$ cat config.mk
export PLATFORM = sky130hd
export DESIGN_NAME = c1541_head_seek
export DESIGN_NICKNAME = d
export VERILOG_FILES = /design/src/rtl/c1541_head_seek.sv
export SDC_FILE = /design/constraint.sdc
export NUM_CORES = 1
export LEC_CHECK = 0
export ABC_AREA = 1
export BUFFER_PORTS_ARGS = -buffer_cell sky130_fd_sc_hd__clkbuf_2
export CAP_MARGIN = 30
export CORE_MARGIN = 5
export CORE_UTILIZATION = 50
export DETAILED_ROUTE_END_ITERATION = 10
export GPL_ROUTABILITY_DRIVEN = 0
export HOLD_SLACK_MARGIN = 0.08
export PLACE_DENSITY_LB_ADDON = 0.25
export SLEW_MARGIN = 0
export SYNTH_ARGS = -nofsm -noshare
export SYNTH_HDL_FRONTEND = slang
export SYNTH_SLANG_ARGS = --single-unit
export TNS_END_PERCENT = 20
$ cat constraint.sdc
create_clock -name clk32 -period 3.15 [get_ports clk32]
set_input_delay 0.4725 -clock clk32 [delete_from_list [all_inputs] [get_ports clk32]]
set_output_delay 0.4725 -clock clk32 [all_outputs]
set_load 0.01 [all_outputs]
$ cat src/rtl/c1541_head_seek.sv
// C1541 head positioner: steps the half-track stepper toward a requested track,
// handling motor spin-up, inter-step delay, head settle and motor run-on.
module c1541_head_seek #(
  parameter int unsigned STEP_CYCLES   = 96000,
  parameter int unsigned SPINUP_CYCLES = 3200000,
  parameter int unsigned SETTLE_CYCLES = 480000,
  parameter int unsigned HOLD_CYCLES   = 32000000
) (
  input  logic       clk32,
  input  logic       reset,
  input  logic       seek_req,
  input  logic [6:0] target_ht,
  input  logic       motor_on,
  output logic [1:0] stp,
  output logic       mtr,
  output logic [6:0] cur_ht,
  output logic       busy,
  output logic       done
);

  localparam int unsigned MAX_A    = (STEP_CYCLES > SPINUP_CYCLES) ? STEP_CYCLES : SPINUP_CYCLES;
  localparam int unsigned MAX_WAIT = (MAX_A > SETTLE_CYCLES) ? MAX_A : SETTLE_CYCLES;
  localparam int unsigned CW       = (MAX_WAIT < 2) ? 1 : $clog2(MAX_WAIT + 1);
  localparam int unsigned HOLD_EFF = (HOLD_CYCLES == 0) ? 1 : HOLD_CYCLES;
  localparam int unsigned HW       = (HOLD_EFF < 2) ? 1 : $clog2(HOLD_EFF + 1);

  // A state lasting N cycles is loaded with N-1 and left when the counter hits 0,
  // so a zero-cycle parameter still yields exactly one cycle in that state.
  localparam logic [CW-1:0] STEP_LD   = CW'((STEP_CYCLES   == 0) ? 0 : STEP_CYCLES - 1);
  localparam logic [CW-1:0] SPINUP_LD = CW'((SPINUP_CYCLES == 0) ? 0 : SPINUP_CYCLES - 1);
  localparam logic [CW-1:0] SETTLE_LD = CW'((SETTLE_CYCLES == 0) ? 0 : SETTLE_CYCLES - 1);
  localparam logic [HW-1:0] HOLD_LD   = HW'(HOLD_EFF);

  typedef enum logic [2:0] {
    S_IDLE,
    S_SPINUP,
    S_STEP,
    S_WAIT,
    S_SETTLE
  } state_t;

  state_t        state_q, state_d;
  logic [CW-1:0] cnt_q, cnt_d;
  logic [HW-1:0] hold_q, hold_d;
  logic [6:0]    cur_q, cur_d;
  logic [6:0]    tgt_q, tgt_d;
  logic          busy_q, busy_d;
  logic          done_q, done_d;
  logic [6:0]    tgt_clamped;
  logic          motor_running;

  always_comb begin
    tgt_clamped   = (target_ht == 7'd0) ? 7'd1 : ((target_ht > 7'd80) ? 7'd80 : target_ht);
    motor_running = motor_on || (hold_q != '0);

    state_d = state_q;
    cnt_d   = (cnt_q == '0) ? '0 : cnt_q - 1'b1;
    cur_d   = cur_q;
    tgt_d   = tgt_q;
    done_d  = 1'b0;

    case (state_q)
      S_IDLE: begin
        if (seek_req) begin
          tgt_d = tgt_clamped;
          if (!motor_running) begin
            state_d = S_SPINUP;
            cnt_d   = SPINUP_LD;
          end else if (tgt_clamped == cur_q) begin
            state_d = S_SETTLE;
            cnt_d   = SETTLE_LD;
          end else begin
            state_d = S_STEP;
          end
        end
      end
      S_SPINUP: begin
        if (cnt_q == '0) begin
          if (tgt_q == cur_q) begin
            state_d = S_SETTLE;
            cnt_d   = SETTLE_LD;
          end else begin
            state_d = S_STEP;
          end
        end
      end
      S_STEP: begin
        if (tgt_q > cur_q) begin
          cur_d = cur_q + 7'd1;
        end else if (tgt_q < cur_q) begin
          cur_d = cur_q - 7'd1;
        end
        state_d = S_WAIT;
        cnt_d   = STEP_LD;
      end
      S_WAIT: begin
        if (cnt_q == '0) begin
          if (tgt_q != cur_q) begin
            state_d = S_STEP;
          end else begin
            state_d = S_SETTLE;
            cnt_d   = SETTLE_LD;
          end
        end
      end
      S_SETTLE: begin
        if (cnt_q == '0) begin
          state_d = S_IDLE;
          done_d  = 1'b1;
        end
      end
      default: state_d = S_IDLE;
    endcase

    // busy is registered so it still covers the done cycle, which is already IDLE
    busy_d = (state_d != S_IDLE) || done_d;

    if (done_d || motor_on) begin
      hold_d = HOLD_LD;
    end else if (hold_q != '0) begin
      hold_d = hold_q - 1'b1;
    end else begin
      hold_d = hold_q;
    end
  end

  always_ff @(posedge clk32) begin
    if (reset) begin
      state_q <= S_IDLE;
      cnt_q   <= '0;
      hold_q  <= '0;
      cur_q   <= 7'd36;
      tgt_q   <= 7'd36;
      busy_q  <= 1'b0;
      done_q  <= 1'b0;
    end else begin
      state_q <= state_d;
      cnt_q   <= cnt_d;
      hold_q  <= hold_d;
      cur_q   <= cur_d;
      tgt_q   <= tgt_d;
      busy_q  <= busy_d;
      done_q  <= done_d;
    end
  end

  assign cur_ht = cur_q;
  assign stp    = {cur_q[0], cur_q[1]};
  assign mtr    = (state_q != S_IDLE) || motor_on || (hold_q != '0);
  assign busy   = busy_q;
  assign done   = done_q;

endmodule

# == Yosys cells after proc, flatten, opt, wreduce, memory -nomap -nowiden ==
# Index checks and enable logic that the tools add are counted.
# op_classes
addsub,4
n_lt_le_gt_ge,3
eq_ne,7
mux,26
n_reduce_logical,16
# ops
op,count
$mux 22,8
$pmux 22 s4,1
$mux 25,2
$mux 7,4
$reduce_bool 25->1,1
$sub 25x1->25 const B,1
$mux 3,8
$logic_not 22->1,1
$sub 22x1->22 const B,1
$pmux 3 s5,1
$eq 7x7->1,2
$add 7x1->7 const B,1
$gt 7x7->1,1
$gt 7x7->1 const B,1
$logic_not 7->1,1
$lt 7x7->1,1
$ne 7x7->1,1
$sub 7x1->7 const B,1
$eq 3x2->1 const B,2
$reduce_bool 3->1,2
$logic_or 1x1->1,5
$reduce_and 2->1,2
$reduce_bool 2->1,2
$eq 3x1->1 const B,1
other kinds (4),5
# word_totals
register_bits,66
inputBits,11
out_inout_bits,12
wordCells,64

# == Logic depth before layout (Yosys ltp) ==
# depth
word_depth,10
mapped_depth,17
depth_no_buf,17

# == Least setup slack after synthesis ==
# Ideal clock, no wire load.
# synth_timing
path_kind,reg2reg
from,"register cur_q[1], in the netlist cur_ht[1]"
to,"register cur_q[6], in the netlist cur_ht[6]"
setup_time_ns,0.117
t_arrival_ns,2.716
t_required_ns,3.033
setup_slack_ns,0.317
path_stages_with_launch,17
n_path_buf,0
synth_period_minus_slack_ns,2.833
path_cell_list,dfxtp_1 inv_1 ha_1 inv_1 nor4_4 inv_1 nand2_1 ha_1 a21oi_1 nand2_1 nand2_1 nand2_1 a21oi_1 a21o_1 nand3_1 o21ai_0 nor2_1
# synth_between
elab_chain_cells,3
word_cells_on_any_way,8
classes_between,add/sub: 2; order compare: 2; mux: 2; reduce/logical: 2
# synth_rtl
item,line_no,text
"start, declared",45,"logic [6:0] cur_q, cur_d;"
"start signal, assigned",140,cur_q <= cur_d;
$sub 7x1->7 (tied with other cells),91,cur_d = cur_q - 7'd1;
$mux 7 / $reduce_bool 2->1 (equally long branches),n/a,
$mux 7 / $reduce_and 2->1 (equally long branches),n/a,
# Parallel ways exist; a longest one is shown, timed or not. The select of a mux whose other input is x is not followed.
# A chain may end at the register's enable or synchronous reset.

# == Final worst setup path ==
# layout_timing
from,"register cur_q[2], in the netlist cur_ht[2]"
to,"register cur_q[5], in the netlist cur_ht[5]"
# The elaborated chain is that of the path after synthesis.

==> out/metrics.sh <==
STATUS='finished clean'
GR-USAGE-ALL-LAYERS_PCT=20.9
SYNTHCELLS=636
WORST_PATH_LARGEST_CELL_DELAY_NS=0.38
R2R_CELLS=16
SYNTH_NETS=663
CTSHTREEMAXLEVEL=3
HOLD_CLASS='primary input to flip-flop'
START_POINT_OF_THE_WORST_MIN_DELAY_PATH='target_ht[4]'
NUMCTSBUFFERS=9
CELLLEAKAGEPOWER_nW=2.30
DIE_Y_UM=102
PLACE.PORT_BUFFERS=22
GRT_FIRST_PASS_WIRELENGTH_UM=17500
CTS_TREE='done'
FINAL_HOLD_VIOL_COUNT=0
SYNTHDOMINANTAREACELLTYPE='sky130_fd_sc_hd__dfxtp_1'
SYNTH_SEQ_AREA_SHARE_PCT=31.1
CRITICAL-PATH-TOP-DELAY-FAMILY='compound AO/OA/AOI/OAI gates'
FINAL_UTIL_PCT=57.2
FIN_WS_NS=0.169
PATH_CELLS='inv_1, ha_4, nand2_1, o21ai_0, nand2_1, o211ai_1, nand2_2, buf_4, ha_4, a21oi_1, nand2_1, a21oi_1, o21ai_0, xor2_1, a21oi_1, o21ai_0'
DETAIL_ROUTE.VIAS_PER_CELL=5.24
P_PER_AREA_nW_PER_UM2=908
CRITPATHLAUNCHTYPE='flip-flop'
ANTENNADIODECOUNT=0
REGTOREGSTARTPOINT='cur_ht[2]'
RR_ENDPOINT='cur_ht[5]'
TIMING.HOLD.WS_NS=0.444
NETLIST_AREA_UM2=4250
LARGEST_NET_DEGREE_AT_THE_START_OF_GLOBAL_ROUTING=22
DRT_PRE_ANTENNA_ITERS=4
CLOCK_SKEW_NS=0.0107
DRT_FIRST_ITER_VIOLATIONS=203
DPL_WORST_SLACK_NS=0.163
DETAILED_PLACE_HPWL_UM=7730
MAXIMUM_VDD_IR_DROP_mV=0.629
POSTROUTEANTENNANETS=0
CRITICAL_PATH.N_BUFFERS_INVERTERS=2
GLOBALROUTE.TOTALOVERFLOW=0
ROUTED_VIAS=4077
REQUIRED_NS=3.37
POSTSYNTHREGISTERBITS=66
TIGHTEST_SLEW_NS=0.666
SYNTH_CELL_TYPES=39
CLOCK_ROOT_BUFFER='sky130_fd_sc_hd__clkbuf_8'
CP-END-KIND='flip-flop'
WORSTSETUPSTARTPOINT='cur_ht[2]'
WL_UM=10300
SYN_AVG_CELL_AREA_UM2=6.69
YOSYS.AREA.TOP_TYPE_SHARE_PCT=31.1
SYNTH_TOP_FLOP_CELL='sky130_fd_sc_hd__dfxtp_1'
CRITPATHARRIVALTIME_NS=3.21
FINISH_STAGE_SETUP_VIOLS=0
SYNTH_ENABLE_FLOP_CELLS=0
WL_PER_CELL_UM=13.3
SYNTH_AREA_LEADERS='sky130_fd_sc_hd__dfxtp_1, sky130_fd_sc_hd__nand2_1, sky130_fd_sc_hd__inv_1'
FINAL_NETS=695
WHS_PATH_DEPTH=3
DRIVE_GT1_SHARE_PCT=14.6
SLEW_HEADROOM_PCT=55.6
CTS.PATH.MAX_BUFFERS=2
ASYNC_FLOP_SHARE_PCT=0
NFILLCELLS=811
INITIAL_CORE_UTIL_PCT=51.5
MIN_PERIOD_NS=2.98
RRSETUPSLACK_NS=0.17
CPMAXSTAGEDELAYCELL='sky130_fd_sc_hd__dfxtp_2'
FLOORPLAN.ROWS=33
MIN_TO='tgt_q[4]'
TIMING.SETUP.CRITICAL_PATH_CLASS='flip-flop to flip-flop'
TIMING.MAX_CAP.VIOLATIONS=0
TOTAL_DRC_ERRORS_IN_THE_ROUTED_LAYOUT=0
DIE_AREA_UM2=10500
GRT_PASS1_VIAS=3845
DIE-WIDTH_UM=102
FINAL.PERIOD_UTILIZATION_PCT=94.6
DRV_SLEW=0
CTS.CLK_SLEW.WORST_PATHS_NS=0.08
YOSYSWARNINGCOUNT=0
IO_PINS=23
CORE_UM2=8260
INSERTION_DELAY_NS=0.35
CTS_SINK_COUNT=66
GRT_ANTENNA_BEFORE_REPAIR=0
MAXIMUM_FANOUT_ENCOUNTERED_ON_THE_CRITICAL_TIMING_PATH=5
ACHIEVABLE-FREQUENCY_MHz=335
AREA_DELTA_SYNTH_FINAL_PCT=11.0
==> flip-flops by register name, summed over array words and instances, names as in the netlist <==
register,cells
hold_q,25
cnt_q,22
cur_ht,7
tgt_q,7
state_q,3
busy,1
done,1
==> how the worst max path moves through the flow <==
stage | to | cells past startpoint
floorplan | cur_ht[6] | 16
global placement | cur_ht[6] | 17
detailed placement | cur_ht[6] | 17
CTS | cur_ht[6] | 17
global route | cur_ht[5] | 16
finish | cur_ht[5] | 16
==> worst min-delay path, cell delays in order <==
cell                       delay, ns
sky130_fd_sc_hd__clkbuf_2       0.10
sky130_fd_sc_hd__inv_1          0.07
sky130_fd_sc_hd__a31oi_1        0.12
==> cells in the final DEF, fill, tap and decap left out, types with 2 or more instances in the layout <==
master,synthesis,layout
sky130_fd_sc_hd__dfxtp_1,66,64
sky130_fd_sc_hd__nand2_2,7,8
sky130_fd_sc_hd__nor3_1,11,11
sky130_fd_sc_hd__clkbuf_8,0,9
sky130_fd_sc_hd__xor2_1,15,15
sky130_fd_sc_hd__dfxtp_2,0,2
sky130_fd_sc_hd__o21ai_1,4,5
sky130_fd_sc_hd__nand3_1,53,53
sky130_fd_sc_hd__inv_6,0,2
sky130_fd_sc_hd__buf_4,2,7
sky130_fd_sc_hd__nor2_2,12,12
sky130_fd_sc_hd__ha_1,15,12
sky130_fd_sc_hd__ha_4,0,3
sky130_fd_sc_hd__nand2_1,144,143
sky130_fd_sc_hd__nand3_2,5,5
sky130_fd_sc_hd__nor2_4,8,8
sky130_fd_sc_hd__a22oi_1,2,2
sky130_fd_sc_hd__xnor2_1,11,11
sky130_fd_sc_hd__or2_2,5,5
sky130_fd_sc_hd__a31oi_1,3,3
sky130_fd_sc_hd__nand2_4,3,3
sky130_fd_sc_hd__inv_1,82,82
sky130_fd_sc_hd__o211ai_1,3,3
sky130_fd_sc_hd__o21ai_0,17,16
sky130_fd_sc_hd__clkinvlp_4,0,3
sky130_fd_sc_hd__nand4_1,18,18
sky130_fd_sc_hd__a21oi_1,46,45
sky130_fd_sc_hd__nor2_1,80,80
sky130_fd_sc_hd__clkbuf_2,0,22
sky130_fd_sc_hd__o21ai_2,2,2
sky130_fd_sc_hd__and2_1,2,2
sky130_fd_sc_hd__nor4_1,3,3
==> timing repair <==
| item | in CTS | in global routing |
|---|---|---|
| hold buffers | 0 | 0 |
| setup buffers | 0 | 2 |
| endpoints found under the setup margin | 0 | 2 |
| hold endpoints to repair | 0 | 0 |
| gates resized for setup | 0 | 9 |
==> stage by stage <==
stage / power [mW] / cells / area [µm²] / setup TNS [ns]
2_1_floorplan: 2.95 / 636 / 4250 / 0
3_3_place_gp: 3.38 / 760 / 4480 / 0
3_5_place_dp: 3.43 / 760 / 4480 / 0
4_1_cts: 4.11 / 776 / 4660 / 0
5_1_grt: 4.68 / 778 / 4720 / -0.00791
6_report: 4.29 / 778 / 4720 / 0
==> metal layers <==
layer  share of wire, %  track usage [%]  vias to the layer above  wire length (µm)
met5                  0                0                        -                 0
met4                1.4             6.36                        0               142
met3                4.7             4.30                       16               480
met2                 46             33.9                      109              4710
met1                 48             28.0                     1820              4980
li1                   -                -                     2132                 -
==> Yosys cell counts (all sizes together) (2+ instances only) <==
cell    count
xor2       15
o211ai      3
nand4      18
a31oi       3
buf         4
and2        2
nor2      100
or2         5
o21ai      23
clkbuf      4
nand2     154
nor4        4
a22oi       2
xnor2      11
a21oi      46
ha         15
dfxtp      66
nor3       13
inv        82
nand3      58
==> power breakdown <==
| group | internal (mW) | switching (mW) | total [mW] | leakage (nW) |
|---|---|---|---|---|
| sequential | 1.02 | 0.166 | 1.19 | 0.543 |
| combinational | 0.945 | 1.50 | 2.44 | 1.67 |
| clock | 0.290 | 0.366 | 0.656 | 0.0822 |
| total | 2.26 | 2.03 | 4.29 | 2.30 |
==> final cells by class <==
cell class	count	area (µm²)	area share, %
inverters	83	312	6.60
repair buffers	29	163	3.45
well taps	105	131	2.78
clock inverters	7	53.8	1.14
flip-flops and latches	66	1320	28.0
multi-input cells	479	2610	55.4
clock buffers	9	124	2.62
==> logic make-up after synthesis <==
logic type / Yosys count / synth area share (%)
AO/OA/AOI/OAI: 81 / 10.4
XOR/XNOR: 26 / 5.35
adder cells (fa/ha/maj): 16 / 4.88
buffers and inverters: 91 / 8.56
flip-flops: 66 / 31.1
AND/OR/NAND/NOR: 356 / 39.8
No activity file was read; power rests on OpenSTA's default activity.
